### src/rtl/math_stream_driver.sv
// math_stream_driver: feeds operand pairs into a free-running registered math
// engine, tracks in-flight results with credits and collects each result plus
// the engine change counter into a show-ahead output FIFO.
module math_stream_driver #(
  parameter int          DATA_W   = 32,
  parameter int          DEPTH    = 8,
  parameter int          LAT      = 1,
  parameter logic [15:0] STAT_SIG = 16'hF00D
) (
  input  logic                     clk,
  input  logic                     rst,
  input  logic                     s_valid,
  output logic                     s_ready,
  input  logic [DATA_W-1:0]        s_ain,
  input  logic [DATA_W-1:0]        s_bin,
  output logic [DATA_W-1:0]        eng_ain,
  output logic [DATA_W-1:0]        eng_bin,
  input  logic [DATA_W-1:0]        eng_result,
  input  logic [31:0]              eng_statistic,
  output logic                     m_valid,
  input  logic                     m_ready,
  output logic [DATA_W-1:0]        m_result,
  output logic [15:0]              m_count,
  input  logic                     flush,
  output logic                     busy,
  output logic                     sig_err,
  output logic [$clog2(DEPTH):0]   level
);

  localparam int AW = $clog2(DEPTH);
  localparam int CW = AW + 2;
  localparam logic [CW-1:0] DEPTH_C = CW'(DEPTH);

  typedef enum logic [1:0] {
    RUN   = 2'd0,
    DRAIN = 2'd1,
    CLEAR = 2'd2
  } state_t;

  state_t                 state_r;
  state_t                 state_next_s;
  logic [LAT:0]           pipe_r;
  logic [AW-1:0]          wr_ptr_r;
  logic [AW-1:0]          rd_ptr_r;
  logic [AW:0]            level_r;
  logic [DATA_W+15:0]     mem_r [DEPTH];
  logic                   sig_err_r;
  logic [DATA_W-1:0]      ain_r;
  logic [DATA_W-1:0]      bin_r;
  logic [CW-1:0]          inflight_s;
  logic [CW-1:0]          credit_s;
  logic                   accept_s;
  logic                   wr_en_s;
  logic                   rd_en_s;

  // Number of results still travelling through the engine.
  function automatic logic [CW-1:0] popcount(input logic [LAT:0] v);
    logic [CW-1:0] n;
    n = {CW{1'b0}};
    for (int i = 0; i <= LAT; i++) begin
      n = n + CW'(v[i]);
    end
    return n;
  endfunction

  assign inflight_s = popcount(pipe_r);
  assign credit_s   = {1'b0, level_r} + inflight_s;
  assign s_ready    = (state_r == RUN) && (credit_s < DEPTH_C);
  assign accept_s   = s_valid && s_ready;
  assign wr_en_s    = pipe_r[LAT];
  // The CLEAR cycle hides the stale contents so no pop handshake can happen.
  assign m_valid    = (|level_r) && (state_r != CLEAR);
  assign rd_en_s    = m_valid && m_ready;
  assign m_result   = mem_r[rd_ptr_r][DATA_W+15:16];
  assign m_count    = mem_r[rd_ptr_r][15:0];
  assign busy       = (state_r != RUN) || (inflight_s != {CW{1'b0}});
  assign sig_err    = sig_err_r;
  assign level      = level_r;
  assign eng_ain    = ain_r;
  assign eng_bin    = bin_r;

  // Next-state logic for the flush sequence.
  always_comb begin
    state_next_s = state_r;
    case (state_r)
      RUN: begin
        if (flush) state_next_s = DRAIN;
        else       state_next_s = RUN;
      end
      DRAIN: begin
        if (inflight_s == {CW{1'b0}}) state_next_s = CLEAR;
        else                          state_next_s = DRAIN;
      end
      CLEAR:   state_next_s = RUN;
      default: state_next_s = RUN;
    endcase
  end

  // State register.
  always_ff @(posedge clk or posedge rst) begin
    if (rst) state_r <= RUN;
    else     state_r <= state_next_s;
  end

  // Engine operands: load on accept, otherwise hold so the engine never sees a spurious change.
  always_ff @(posedge clk or posedge rst) begin
    if (rst) begin
      ain_r <= {DATA_W{1'b0}};
      bin_r <= {DATA_W{1'b0}};
    end else if (accept_s) begin
      ain_r <= s_ain;
      bin_r <= s_bin;
    end
  end

  // In-flight pipe: top bit marks the cycle the engine result for an accept is valid.
  always_ff @(posedge clk or posedge rst) begin
    if (rst) pipe_r <= {(LAT+1){1'b0}};
    else     pipe_r <= {pipe_r[LAT-1:0], accept_s};
  end

  // FIFO storage: result and change counter captured together.
  always_ff @(posedge clk or posedge rst) begin
    if (rst) begin
      for (int i = 0; i < DEPTH; i++) mem_r[i] <= {(DATA_W+16){1'b0}};
    end else if (wr_en_s) begin
      mem_r[wr_ptr_r] <= {eng_result, eng_statistic[15:0]};
    end
  end

  // FIFO pointers and occupancy; CLEAR discards everything and ignores pops.
  always_ff @(posedge clk or posedge rst) begin
    if (rst) begin
      wr_ptr_r <= {AW{1'b0}};
      rd_ptr_r <= {AW{1'b0}};
      level_r  <= {(AW+1){1'b0}};
    end else if (state_r == CLEAR) begin
      wr_ptr_r <= {AW{1'b0}};
      rd_ptr_r <= {AW{1'b0}};
      level_r  <= {(AW+1){1'b0}};
    end else begin
      if (wr_en_s) wr_ptr_r <= wr_ptr_r + AW'(1);
      if (rd_en_s) rd_ptr_r <= rd_ptr_r + AW'(1);
      case ({wr_en_s, rd_en_s})
        2'b10:   level_r <= level_r + (AW+1)'(1);
        2'b01:   level_r <= level_r - (AW+1)'(1);
        default: level_r <= level_r;
      endcase
    end
  end

  // Sticky flag: a result arrived from an engine with the wrong signature.
  always_ff @(posedge clk or posedge rst) begin
    if (rst)                                               sig_err_r <= 1'b0;
    else if (wr_en_s && (eng_statistic[31:16] != STAT_SIG)) sig_err_r <= 1'b1;
  end

endmodule

### config.mk
export PLATFORM = sky130hd
export DESIGN_NAME = math_stream_driver
export DESIGN_NICKNAME = d
export VERILOG_FILES = /design/src/rtl/math_stream_driver.sv
export SDC_FILE = /design/constraint.sdc
export NUM_CORES = 1
export LEC_CHECK = 0
export BUFFER_PORTS_ARGS = -buffer_cell sky130_fd_sc_hd__clkbuf_2
export CORE_ASPECT_RATIO = 0.75
export CORE_UTILIZATION = 50
export CTS_CLUSTER_DIAMETER = 80
export DETAILED_ROUTE_END_ITERATION = 8
export HOLD_SLACK_MARGIN = 0.1
export PLACE_DENSITY = 0.7
export SLEW_MARGIN = 10
export SYNTH_ARGS = -nofsm -noshare
export SYNTH_HDL_FRONTEND = slang
export SYNTH_SLANG_ARGS = --single-unit
### constraint.sdc
create_clock -name clk -period 27.9 [get_ports clk]
set_input_delay 2.79 -clock clk [delete_from_list [all_inputs] [get_ports clk]]
set_output_delay 2.79 -clock clk [all_outputs]
set_load 0.02 [all_outputs]
---- Word level (Yosys, flattened, before mapping) ----
Cells that the tools add are included.
word-level totals
  register bits after elaboration ......... 463
  bits of input ports ..................... 133
  output and inout bits ................... 120
  logic and storage cells ................. 64
operators by class
  add/sub/neg operators ................... 6
  magnitude comparators ................... 4
  equal/unequal tests ..................... 6
  mux-type cells .......................... 15
  bitwise gates (word level) .............. 2
  reductions and logical operators ........ 15
operator list
  operator                number
  $bwmux W384             1
  $bmux W48 S3            1
  $demux W48 S3           1
  $mux W48                3
  $ne A16 B16 Y1 const B  1
  $mux W3                 4
  $ge A4 B4 Y1 const B    2
  $not A3 Y4              2
  $pmux W4 S2             1
  $add A3 B1 Y3 const B   2
  $logic_and A1 B1 Y1     6
  $reduce_bool A2 Y1      3
  $add A4 B2 Y5           1
  $logic_not A5 Y1        1
  $lt A5 B4 Y1 const B    1
  $reduce_bool A5 Y1      1
  $add A4 B1 Y4 const B   1
  $eq A2 B1 Y1 const B    2
  $eq A2 B2 Y1 const B    2
  $lt A4 B1 Y1 const B    1
  $mux W4                 1
  $pmux W2 S2             1
  $reduce_or A4 Y1        1
  $sub A4 B1 Y4 const B   1
  7 further kinds         7

---- Logic depth before layout (Yosys ltp) ----
  depth in word-level cells ............... 6
  depth in mapped cells ................... 10
  depth with buffers taken out ............ 9

---- Worst setup path after synthesis ----
OpenSTA, ideal clock, no wires.
  path kind ............................... register -> output
  start ................................... register pipe_r[1]
  end ..................................... output s_ready
  arrival ................................. 1.764 ns
  slack ................................... 23.346 ns
  cell stages (with the launch flop) ...... 7
  path buffers ............................ 1
  cells stage by stage .................... dfrtp_1 -> buf_2 -> inv_1 -> ha_1 -> a31oi_1 -> nor2b_1 -> nor4_1
on the way
  longest elaborated chain between the ends .. 4
RTL lines
  element                   RTL line  text
  start: declaration        42        logic [LAT:0] pipe_r;
  start signal: assignment  118       if (rst) pipe_r <= {(LAT+1){1'b0}};
  start signal: assignment  119       else pipe_r <= {pipe_r[LAT-1:0], accept_s};
  $add A1 B1 Y2             61        n = n + CW'(v[i]);
  $add A4 B2 Y5             67        assign credit_s = {1'b0, level_r} + inflight_s;
  $lt A5 B4 Y1              68        assign s_ready = (state_r == RUN) && (credit_s < DEPTH_C);
  $logic_and A1 B1 Y1       68
  end: declaration          13        output logic s_ready,
No other way between the ends.

---- Final worst setup path ----
  start ................................... register rd_ptr_r[0]
  end ..................................... output m_result[15]
on the way
  longest elaborated chain between the ends .. 4
RTL lines
  element                           RTL line  text
  start: declaration                44        logic [AW-1:0] rd_ptr_r;
  start signal: assignment          135       rd_ptr_r <= {AW{1'b0}};
  start signal: assignment          139       rd_ptr_r <= {AW{1'b0}};
  start signal: assignment          143       if (rd_en_s) rd_ptr_r <= rd_ptr_r + AW'(1);
  $not A3 Y4 (not written as such)  74        assign m_result = mem_r[rd_ptr_r][DATA_W+15:16];
  $bmux W48 S3                      74
  $mux W48 (2 in series)            --
  end: declaration                  22        output logic [DATA_W-1:0] m_result,
No other way between the ends. The select of a mux whose other input is x is not followed.

==> load_flow_metrics.sql <==
INSERT INTO impl_metrics (metric_group, metric, value, unit) VALUES
('setup_path', 'worst_path_largest_cell_delay', '1020', 'ps'),
('status', 'result_of_the_run', 'finished, final reports clean', ''),
('route', 'remaining_drc_errors', '0', ''),
('timing', 'skew', '8.890', 'ps'),
('timing', 'maxClockFrequency', '155.6', 'MHz'),
('synthesis', 'yosysWarnings', '0', ''),
('route', 'vias', '11350', ''),
('final_layout', 'finalCoreUtilization', '0.5921', ''),
('grt', 'grt.total_usage', '0.2172', ''),
('timing', 'timing_worst_slew_pin_value', '1076', 'ps'),
('place', 'worst_case_setup_slack_after_placement', '21910', 'ps'),
('timing', 'hold_viol_final', '0', ''),
('grt', 'globalRoute.totalOverflow', '0', ''),
('place', 'hpwl', '25700', 'um'),
('floorplan', 'placement_rows', '63', ''),
('clocking', 'cts.sinks', '463', ''),
('place', 'port_buffers', '252', ''),
('min_path', 'min_path_type', 'flop to flop', ''),
('route', 'drt_iter0_drc', '583', ''),
('floorplan', 'floorplan.initialDensity', '0.5116', ''),
('power_and_ir_drop', 'power.density', '124.3', 'nW/um^2'),
('synthesis', 'yosysMostFrequentCell', 'sky130_fd_sc_hd__dfrtp_1', ''),
('synthesis', 'synth_top_flop_cell', 'sky130_fd_sc_hd__dfrtp_1', ''),
('final_layout', 'num-fill-cells', '3080', ''),
('grt', 'grt_max_degree', '187', ''),
('floorplan', 'die_y', '176.8', 'um'),
('synthesis', 'synthTopCellsByCount', 'sky130_fd_sc_hd__dfrtp_1 (463), sky130_fd_sc_hd__mux2_2 (446), sky130_fd_sc_hd__mux4_2 (96), sky130_fd_sc_hd__buf_2 (56), sky130_fd_sc_hd__mux2_1 (50)', ''),
('synthesis', 'ys_async_sr_fraction', '1.000', ''),
('synthesis', 'synth-edff-count', '0', ''),
('timing', 'setup_slack', '21470', 'ps'),
('floorplan', 'fp.dieW', '235.0', 'um'),
('setup_path', 'crit_path_start_kind', 'flop', ''),
('synthesis', 'syn-instance-count', '1212', ''),
('timing', 'finalWorstPathRequiredPeriod', '6426', 'ps'),
('floorplan', 'core-area', '39810', 'um^2'),
('final_layout', 'register_area', '11590', 'um^2'),
('synthesis', 'netlist.area_leader.share', '0.5689', ''),
('clocking', 'ctsHtreeMaxLevel', '2', ''),
('route', 'postRouteWirelength', '43420', 'um'),
('synthesis', 'synthesized_net_count', '1353', ''),
('setup_path', 'crit_path_cell_trace', 'buf_4 -> mux4_2 -> mux2_2 -> clkbuf_2', ''),
('clocking', 'clk_latency_worst_skew_pair', '550', 'ps'),
('synthesis', 'average_size_of_a_mapped_cell', '16.80', 'um^2'),
('synthesis', 'synth-seq-cells', '463', ''),
('timing', 'finalMaxSlewViolations', '0', ''),
('clocking', 'cts.hold.buffers_added', '0', ''),
('setup_path', 'crit_required', '25110', 'ps'),
('route', 'post_drt_wl_per_cell', '21.59', 'um'),
('synthesis', 'synth_cell_type_count', '34', ''),
('final_layout', 'multi_input_comb_area', '8333', 'um^2'),
('timing', 'worst_slew_margin_rel', '0.2820', ''),
('setup_path', 'crit_fanout', '54', ''),
('setup_path', 'worst-endpoint-arrival', '3640', 'ps'),
('setup_path', 'ff2ff_setup_slack', '24840', 'ps'),
('power_and_ir_drop', 'static-leakage-power', '10.44', 'nW'),
('clocking', 'cts_buffer_depth', '3', ''),
('route', 'antenna_violating_nets_post_route', '0', ''),
('setup_path', 'timing.critical_path.to_type', 'output pin', ''),
('final_layout', 'fraction_of_final_layout_cells_sized_beyond_drive_strength_1', '0.6030', ''),
('final_layout', 'layoutNonFillerInstCount', '2011', ''),
('timing', 'worst_hold_margin', '414.1', 'ps'),
('final_layout', 'number_of_diodes_added_for_antenna_fixing', '0', ''),
('route', 'vias_per_cell', '5.644', ''),
('timing', 'layout_worst_path_cycle_share', '0.2303', ''),
('clocking', 'cts.clk_slew.worst_paths', '60', 'ps'),
('floorplan', 'ios', '253', ''),
('clocking', 'cts-buffers-inserted', '46', ''),
('clocking', 'post-cts-setup-buffers', '0', ''),
('timing', 'final.setup.tns', '0', 'ps'),
('place', 'number_of_instances_in_the_placed_design', '1925', ''),
('synthesis', 'ys_seq_area_frac', '0.5689', '');
[final timing paths]
check	endpoint	start	depth (start not counted)
min	pipe_r[1]	pipe_r[0]	0
min in group asynchronous	eng_bin[16]	rst	2
min reg2reg	pipe_r[1]	pipe_r[0]	0
max	m_result[15]	rd_ptr_r[0]	4
max reg2reg	mem_r[158]	pipe_r[1]	4
max in group asynchronous	rd_ptr_r[2]	rst	4
[per-layer routing]
layer / GRT usage / vias to the layer above / part of all wire
li1: - / 5006 / -
met1: 0.3064 / 6097 / 0.46
met2: 0.3526 / 179 / 0.48
met3: 0.03899 / 67 / 0.039
met4: 0.05208 / 2 / 0.018
met5: 0 / - / 0.00018
[cell usage in the layout (no fill, tap or decap), drive strengths merged, types with 3 or more instances in the layout]
master  instances
nor3            4
xor2            5
nand4b          4
nor3b           4
nor2            9
buf            20
ha              8
clkinv         17
nand2           9
o21ai           3
dfrtp         463
bufinv          4
mux2          496
nor2b           3
clkbuf        316
mux2i           5
inv             4
nand2b          3
mux4           96
[layout make-up]
| cell class | count | share of cell area |
|---|---|---|
| inverter | 4 | 0.0009555 |
| clock buffer | 64 | 0.05653 |
| clock inverter | 22 | 0.009024 |
| multi-input combinational | 666 | 0.3535 |
| timing repair buffer | 272 | 0.06041 |
| tap | 520 | 0.02760 |
| sequential | 463 | 0.4919 |
[cell families (layout without fill, tap and decap cells)]
kind of cell,count (synthesis),in the layout,share of synthesized area
and+or+nand+nor,46,46,0.01493
buffers and inverters,83,362,0.02316
xor gates and xnor gates,7,7,0.003010
DFF,463,463,0.5689
adders and majority gates,8,8,0.004915
AOI/OAI and AO/OA,8,8,0.002212
muxes,597,597,0.3829
[critical path: cells and delay by family (launching register included)]
family	cells	cell delay, ps
buffers and inverters	2	1060
flip-flops	1	1020
multiplexers	2	910
[registers in the layout, indices dropped and copies added (netlist names)]
name / cells
eng_bin: 32
sig_err: 1
pipe_r: 2
rd_ptr_r: 3
level: 4
mem_r: 384
wr_ptr_r: 3
state_r: 2
eng_ain: 32
[metrics by stage]
| stage | cell area [um^2] | power [mW] |
|---|---|---|
| 2_1_floorplan | 20370 | 2.010 |
| 3_3_place_gp | 22020 | 2.286 |
| 3_5_place_dp | 22020 | 2.325 |
| 4_1_cts | 23570 | 2.967 |
| 5_1_grt | 23570 | 3.105 |
| 6_report | 23570 | 2.929 |
[report_power, final]
part	switching [mW]	internal (mW)
sequential	0.198	0.977
clock	0.259	0.371
combinational	0.504	0.619
total	0.961	1.97
Note: power is estimated with default switching activity, not from simulation.
